==> src/rtl/relu_stream_reader.sv <==
// Read-side controller for the ReLU layer: enables it, waits for done, then
// walks every element (channel/row/column) and streams it out on valid/ready.
module relu_stream_reader #(
    parameter int DATA_WIDTH = 69,
    parameter int NUM_CH     = 8,
    parameter int MAP_X      = 24,
    parameter int MAP_Y      = 24,
    parameter int TIMEOUT    = 16
) (
    input  logic                          clk,
    input  logic                          rst,
    input  logic                          start,
    output logic                          relu_enable,
    input  logic                          relu_done,
    output logic [$clog2(NUM_CH)-1:0]     rd_ch,
    output logic [$clog2(MAP_X)-1:0]      rd_row,
    output logic [$clog2(MAP_Y)-1:0]      rd_col,
    input  logic [DATA_WIDTH-1:0]         rd_data,
    output logic [DATA_WIDTH-1:0]         out_data,
    output logic                          out_valid,
    input  logic                          out_ready,
    output logic                          out_last_map,
    output logic                          out_last,
    output logic                          busy,
    output logic                          pass_done,
    output logic                          err_neg,
    output logic                          err_timeout
);
    localparam int CH_W  = $clog2(NUM_CH);
    localparam int ROW_W = $clog2(MAP_X);
    localparam int COL_W = $clog2(MAP_Y);
    localparam int TO_W  = $clog2(TIMEOUT + 1);

    localparam logic [CH_W-1:0]  CH_LAST  = CH_W'(NUM_CH - 1);
    localparam logic [ROW_W-1:0] ROW_LAST = ROW_W'(MAP_X - 1);
    localparam logic [COL_W-1:0] COL_LAST = COL_W'(MAP_Y - 1);
    localparam logic [TO_W-1:0]  TO_LAST  = TO_W'(TIMEOUT - 1);

    typedef enum logic [2:0] {
        S_IDLE,
        S_WAIT_DONE,
        S_READ,
        S_DRAIN,
        S_FINISH
    } state_t;

    state_t                 r_state;
    logic                   r_relu_enable;
    logic [CH_W-1:0]        r_ch;
    logic [ROW_W-1:0]       r_row;
    logic [COL_W-1:0]       r_col;
    logic [TO_W-1:0]        r_tcnt;
    logic [DATA_WIDTH-1:0]  r_out_data;
    logic                   r_out_valid;
    logic                   r_out_last_map;
    logic                   r_out_last;
    logic                   r_pass_done;
    logic                   r_err_neg;
    logic                   r_err_timeout;

    logic w_load;
    logic w_map_end;
    logic w_final;

    // A new element may be loaded whenever the output register is empty or
    // its current beat is being consumed on this same edge.
    assign w_load    = !r_out_valid || out_ready;
    assign w_map_end = (r_row == ROW_LAST) && (r_col == COL_LAST);
    assign w_final   = w_map_end && (r_ch == CH_LAST);

    always_ff @(posedge clk) begin
        if (rst) begin
            r_state        <= S_IDLE;
            r_relu_enable  <= 1'b0;
            r_ch           <= '0;
            r_row          <= '0;
            r_col          <= '0;
            r_tcnt         <= '0;
            r_out_data     <= '0;
            r_out_valid    <= 1'b0;
            r_out_last_map <= 1'b0;
            r_out_last     <= 1'b0;
            r_pass_done    <= 1'b0;
            r_err_neg      <= 1'b0;
            r_err_timeout  <= 1'b0;
        end else begin
            r_pass_done <= 1'b0;
            case (r_state)
                S_IDLE: begin
                    if (start) begin
                        r_state       <= S_WAIT_DONE;
                        r_relu_enable <= 1'b1;
                        r_ch          <= '0;
                        r_row         <= '0;
                        r_col         <= '0;
                        r_tcnt        <= '0;
                        r_err_neg     <= 1'b0;
                        r_err_timeout <= 1'b0;
                    end
                end
                S_WAIT_DONE: begin
                    if (relu_done) begin
                        r_state <= S_READ;
                    end else if (r_tcnt == TO_LAST) begin
                        r_err_timeout <= 1'b1;
                        r_relu_enable <= 1'b0;
                        r_pass_done   <= 1'b1;
                        r_state       <= S_FINISH;
                    end else begin
                        r_tcnt <= r_tcnt + 1'b1;
                    end
                end
                S_READ: begin
                    if (w_load) begin
                        r_out_data     <= rd_data;
                        r_out_valid    <= 1'b1;
                        r_out_last_map <= w_map_end;
                        r_out_last     <= w_final;
                        if (rd_data[DATA_WIDTH-1]) begin
                            r_err_neg <= 1'b1;
                        end
                        // Counters freeze on the final address once it is loaded.
                        if (w_final) begin
                            r_state <= S_DRAIN;
                        end else if (r_col == COL_LAST) begin
                            r_col <= '0;
                            if (r_row == ROW_LAST) begin
                                r_row <= '0;
                                r_ch  <= r_ch + 1'b1;
                            end else begin
                                r_row <= r_row + 1'b1;
                            end
                        end else begin
                            r_col <= r_col + 1'b1;
                        end
                    end
                end
                S_DRAIN: begin
                    if (r_out_valid && out_ready) begin
                        r_out_valid    <= 1'b0;
                        r_out_last_map <= 1'b0;
                        r_out_last     <= 1'b0;
                        r_relu_enable  <= 1'b0;
                        r_pass_done    <= 1'b1;
                        r_state        <= S_FINISH;
                    end
                end
                S_FINISH: begin
                    r_state <= S_IDLE;
                end
                default: begin
                    r_state <= S_IDLE;
                end
            endcase
        end
    end

    assign relu_enable  = r_relu_enable;
    assign rd_ch        = r_ch;
    assign rd_row       = r_row;
    assign rd_col       = r_col;
    assign out_data     = r_out_data;
    assign out_valid    = r_out_valid;
    assign out_last_map = r_out_last_map;
    assign out_last     = r_out_last;
    assign busy         = (r_state != S_IDLE);
    assign pass_done    = r_pass_done;
    assign err_neg      = r_err_neg;
    assign err_timeout  = r_err_timeout;

endmodule

==> config.mk <==
export PLATFORM = sky130hd
export DESIGN_NAME = relu_stream_reader
export DESIGN_NICKNAME = d
export VERILOG_FILES = /design/src/rtl/relu_stream_reader.sv
export SDC_FILE = /design/constraint.sdc
export NUM_CORES = 1
export LEC_CHECK = 0
export CORE_UTILIZATION = 46
export DETAILED_ROUTE_END_ITERATION = 16
export PLACE_DENSITY_LB_ADDON = 0.3
export RECOVER_POWER = 25
export SYNTH_ARGS = -nofsm -noshare
export SYNTH_HDL_FRONTEND = slang
export SYNTH_SLANG_ARGS = --single-unit
==> constraint.sdc <==
create_clock -name clk -period 5.86 [get_ports clk]
set_clock_uncertainty 0.2 [all_clocks]
set_input_delay 0.879 -clock clk [delete_from_list [all_inputs] [get_ports clk]]
set_output_delay 0.879 -clock clk [all_outputs]
set_load 0.02 [all_outputs]
==> results.json, run 1 <==
{
  "period_needed_ps": 3540,
  "gp_congestion": 0.783,
  "cts_setup_buffers": 0,
  "async_flop_share_pct": 0,
  "grt_pass1_wl_um": 15800,
  "cts_tree": "yes",
  "synth_top_flop_cell": "dfxtp_1",
  "criticalPathCategory": "in -> reg",
  "cts_root_buffer": "clkbuf_8",
  "start_util_pct": 47.3,
  "dp_hpwl_um": 7020,
  "maxCapViolCount": 1,
  "maxSlewViolCount": 54,
  "remaining_drc_errors": 0,
  "antenna_found_initial": 0,
  "ctsHoldBuffers": 0,
  "clkPwrFrac_pct": 32.2,
  "drtPass1Iterations": 7,
  "core_mm2": 0.00822,
  "antenna_cells": 0,
  "vias": 3794,
  "fp.dieArea_mm2": 0.00883,
  "cp.arrival_ps": 3570,
  "ys_warn_count": 0,
  "numPortBuffers": 163,
  "power_density_mw_per_mm2": 241,
  "fin_nets": 695,
  "timing.hold.ws_ps": 253,
  "cts_made_buffers": 9,
  "grt_max_degree": 54,
  "power.internal_mw": 1.02,
  "routed_wl_um": 9960,
  "die_x_um": 94.0,
  "crit_path_top_delay_cell": "clkbuf_1",
  "crit_start": "rst",
  "finalPower_mw": 1.37,
  "power.switching_mw": 0.356,
  "io_pins": 164,
  "cp-end-kind": "flip-flop",
  "via_per_inst": 5.23,
  "ys_seq_area_share_pct": 49.9,
  "synth_edf_count": 0,
  "ant_nets": 0,
  "maxSlewHeadroom_pct": -51.7,
  "final_cell_mix": "nand2_1, clkdlybuf4s50_1, dfxtp_1",
  "final_core_util_pct": 69.4,
  "pwr-share-seq_pct": 51.3,
  "cellLeakagePower_nw": 2.09,
  "cp_top_family": "buffers and inverters",
  "rr_startpoint": "r_state[1]$_SDFFE_PP0P_",
  "cp_num_buf_inv": 2,
  "cts_sinks": 97,
  "combPwrFrac_pct": 16.5,
  "cp.required_ps": 5890,
  "grt_util_all_layers_pct": 22.4,
  "dr.first_iter.drc_count": 102,
  "place_area_mm2": 0.00550,
  "ys_types": 54,
  "die_h_um": 94.0,
  "crit_chain": "clkbuf_1, buf_4, a21oi_1, mux2_2",
  "cp_max_fo": 53,
  "syn_inst": 467,
  "vdd_drop_max_mv": 0.179,
  "layout-drive-gt1-share_pct": 4.35,
  "clock_path_buffers": 2,
  "tns_ps": 0,
  "fin_area_mm2": 0.00571,
  "p_sw_share_pct": 25.9,
  "syn_area_mm2": 0.00389,
  "setup_violations": 0,
  "synth-seq-cells": 97,
  "setup.worst_path.start_class": "primary input",
  "cpPeakStageDelay_ps": 1590,
  "rsz0062_at_grt": "false",
  "fp-row-count": 33,
  "htreeDepth": 3,
  "syn_nets": 547,
  "fillers": 694,
  "hold_path_class": "reg -> reg",
  "violations": "capacitance limit, slew limit",
  "timing.final.crit_share_pct": 60.4,
  "areaGrowthSynthToFinish_pct": 46.7,
  "synth.avg_cell_area_um2": 8.33,
  "clk_pin_slew_ps": 80,
  "min-delay-start": "out_data[13]$_SDFFE_PP0P_",
  "clock.fmax_mhz": 282,
  "status": "complete, but fails checks",
  "grt_pass1_vias": 3460,
  "clk_latency_ps": 340,
  "tightest_slew_ps": 2270,
  "grt.overflow.total": 0,
  "wl_per_cell_um": 13.7,
  "cts-resized-gates": 0,
  "final_common_cell": "nand2_1",
  "hold_viol_final": 0
}
-- flip-flops by register name (all words and copies together), names as in the netlist --
signal        count
out_data         69
r_tcnt            5
rd_col            5
rd_row            5
r_state           3
rd_ch             3
err_neg           1
err_timeout       1
out_last          1
out_last_map      1
out_valid         1
pass_done         1
relu_enable       1
-- cell families after synthesis --
| family | Yosys count | synth area share [%] |
|---|---|---|
| compound gates | 118 | 17.2 |
| buf+inv | 30 | 4.50 |
| fa+ha+maj | 6 | 1.93 |
| simple gates | 210 | 24.9 |
| flops | 97 | 49.9 |
| xor+xnor | 3 | 0.676 |
| mux | 3 | 0.836 |
-- power groups by stage --
stage          clock [mW]  combinational [mW]  sequential (mW)
5_1_grt             0.479               0.247            0.709
6_report            0.442               0.227            0.705
2_1_floorplan           0              0.0950            0.745
3_5_place_dp            0               0.231            0.721
3_3_place_gp            0               0.228            0.720
4_1_cts             0.455               0.232            0.706
-- stage by stage --
step | worst slack (ps) | instances
2_1_floorplan | 3690 | 467
3_3_place_gp | 2630 | 709
3_5_place_dp | 2580 | 709
4_1_cts | 2930 | 725
5_1_grt | 2110 | 725
6_report | 2320 | 725
-- worst min-delay path: stages (launching register included) --
cell	delay [ps]
dfxtp_1	310
nand2_1	50
a21oi_1	50
-- metal layers --
layer  track usage (%)  share of wire, %  vias to the layer above
li1                  -                 -                     1887
met1              26.9                43                     1765
met2              39.2                48                      131
met3              5.26               7.0                       11
met4              6.92               1.2                        0
met5                 0                 0                        -
-- worst paths after layout --
path	end	slack (ps)	cells past startpoint
max	rd_ch[0]$_SDFFE_PP0P_	2320	4
min	out_data[13]$_SDFFE_PP0P_	250	2
max reg2reg	rd_row[2]$_SDFFE_PP0P_	2930	5
min reg2reg	out_data[13]$_SDFFE_PP0P_	250	2
-- Yosys cell counts, drive strengths merged, types with 4 or more instances --
cell type / number / area (um2)
nand3: 4 / 20.0
a21oi: 85 / 425
nand2b: 5 / 31.3
nor2b: 5 / 31.3
dfxtp: 97 / 1940
clkbuf: 15 / 56.3
ha: 6 / 75.1
nand2: 143 / 539
buf: 14 / 115
o211ai: 4 / 30.0
nor2: 17 / 63.8
o21ai: 9 / 45.0
nor3: 7 / 40.0
-- area by class of cell --
type,instances,area (um2),share of cell area [%]
repair buffers,166,1650,28.9
well taps,105,131,2.30
inverters,1,3.75,0.0658
clock inverters,4,51.3,0.899
multi-input cells,340,1770,31.1
clock buffers,12,155,2.72
flip-flops and latches,97,1940,34.0
(Power assumes the default switching activity.)
==> run 2: changes to the inputs <==
Settings changed: CORE_UTILIZATION 46 to 43.
Clock period 5.86 ns to 3.4 ns, I/O delays scaled along.
==> run 2 against run 1 <==
The flow now finishes without violations. Sequential share of layout area hardly changed. Core utilization is 4.0 points lower. Sequential cell count stayed put. Critical path type is now reg -> reg. Setup slack worse by 1600 ps.
==> results.json, run 2 (synthesized netlist as in run 1, its figures left out) <==
{
  "status": "finished clean",
  "wl_per_cell_um": 13.9,
  "min-delay-start": "out_data[7]$_SDFFE_PP0P_",
  "hold_path_class": "reg -> reg",
  "grt_pass1_wl_um": 16400,
  "fin_area_mm2": 0.00571,
  "cts_made_buffers": 9,
  "dp_hpwl_um": 7140,
  "cp.required_ps": 3470,
  "rr_startpoint": "r_state[2]$_SDFFE_PP0P_",
  "largest_reg_flops": 69,
  "via_per_inst": 5.15,
  "routed_wl_um": 10100,
  "cp_num_buf_inv": 1,
  "maxSlewViolCount": 0,
  "setup.worst_path.start_class": "flip-flop",
  "grt_util_all_layers_pct": 21.2,
  "cp-end-kind": "flip-flop",
  "final_cell_mix": "nand2_1, clkdlybuf4s50_1, dfxtp_1",
  "setup_slack_ps": 719,
  "whs_path_depth": 2,
  "maxSlewHeadroom_pct": 33.8,
  "pwr-share-seq_pct": 53.2,
  "fp-row-count": 34,
  "place_ws_ps": 755,
  "crit_chain": "nor3b_4, and2_0, buf_4, nand2_1, a21oi_1",
  "die_h_um": 97.1,
  "cp.arrival_ps": 2750,
  "worst_r2r_endpoint": "out_data[65]$_SDFFE_PP0P_",
  "layout-drive-gt1-share_pct": 4.34,
  "tns_ps": 0,
  "fillers": 739,
  "dr.first_iter.drc_count": 138,
  "cts_setup_buffers": 0,
  "min_to": "out_data[7]$_SDFFE_PP0P_",
  "clock_path_buffers": 2,
  "maxCapViolCount": 0,
  "rr_worst_depth": 5,
  "cp_max_fo": 24,
  "drtPass1Iterations": 5,
  "period_needed_ps": 2680,
  "criticalPathCategory": "reg -> reg",
  "remaining_drc_errors": 0,
  "core_mm2": 0.00872,
  "start_util_pct": 44.6,
  "ctsHoldBuffers": 0,
  "clock.fmax_mhz": 373,
  "cts_tree": "yes",
  "grt_pass1_vias": 3574,
  "p_sw_share_pct": 27.6,
  "power_density_mw_per_mm2": 399,
  "io_pins": 164,
  "areaGrowthSynthToFinish_pct": 46.8,
  "final_common_cell": "nand2_1",
  "htreeDepth": 3,
  "final_core_util_pct": 65.5,
  "clk_latency_ps": 350,
  "clk_pin_slew_ps": 90,
  "gp_congestion": 0.796,
  "rrSetupSlack_ps": 720,
  "antenna_cells": 0,
  "grt.overflow.total": 0,
  "numPortBuffers": 163,
  "fin_nets": 697,
  "combPwrFrac_pct": 17.6,
  "ant_nets": 0,
  "cpPeakStageDelay_ps": 810,
  "cts_root_buffer": "clkbuf_8",
  "timing.final.crit_share_pct": 78.9,
  "vdd_drop_max_mv": 0.268,
  "power.internal_mw": 1.65,
  "antenna_found_initial": 0,
  "place_area_mm2": 0.00554,
  "cts_sinks": 97,
  "hold_viol_final": 0,
  "fp.dieArea_mm2": 0.00943,
  "cellLeakagePower_nw": 2.09,
  "crit_start": "r_state[2]$_SDFFE_PP0P_",
  "grt_max_degree": 57,
  "critical_path_cell_count": 5,
  "finalPower_mw": 2.28,
  "crit_path_top_delay_cell": "and2_0",
  "tightest_slew_ps": 993,
  "cts-resized-gates": 0,
  "rsz0062_at_grt": "false",
  "multiInputGateArea_mm2": 0.00177,
  "clkPwrFrac_pct": 29.2,
  "setup_violations": 0,
  "regArea_mm2": 0.00194,
  "power.switching_mw": 0.628,
  "vias": 3757,
  "die_x_um": 97.1,
  "cp_top_family": "simple AND/OR/NAND/NOR gates"
}
==> run 2: worst max path at each step <==
| stage | end | slack [ps] |
|---|---|---|
| 6_report | out_data[65]$_SDFFE_PP0P_ | 720 |
| 5_1_grt | out_data[67]$_SDFFE_PP0P_ | 520 |
| 4_1_cts | busy | 900 |
| 3_5_place_dp | rd_ch[0]$_SDFFE_PP0P_ | 760 |
| 3_3_place_gp | rd_ch[0]$_SDFFE_PP0P_ | 850 |
| 2_1_floorplan | r_tcnt[4]$_SDFFE_PP0P_ | 1400 |
==> run 2: through the flow <==
step,cells,hold WS [ps]
3_3_place_gp,714,241
2_1_floorplan,467,272
5_1_grt,730,270
3_5_place_dp,714,247
6_report,730,254
4_1_cts,730,260
==> run 2: metal layers <==
metal,part of all wire [%],up-vias,global-route usage (%)
met4,2.2,0,8.61
li1,-,1888,-
met2,47,125,35.9
met1,44,1726,25.1
met3,7.0,18,6.12
met5,0,-,0
==> run 2: power groups by stage <==
stage	Clock, mW	Combinational (mW)	Sequential (mW)
after detailed placement	0	0.410	1.24
after CTS	0.686	0.413	1.21
final	0.665	0.402	1.21
after global routing	0.734	0.435	1.22
after global placement	0	0.404	1.24
after floorplan	0	0.164	1.28
==> run 2: worst register-to-register path, cell delays in order (launching register included) <==
cell,delay [ps]
dfxtp_1,470
nor3b_4,480
and2_0,810
buf_4,400
nand2_1,90
a21oi_1,140
==> run 2: final cells by class <==
cell class,instances,share of cell area [%]
Multi-Input combinational cell,340,31.0
Tap cell,108,2.37
Inverter,1,0.0657
Clock inverter,5,0.701
Clock buffer,11,2.30
Timing Repair Buffer,168,29.5
Sequential cell,97,34.0
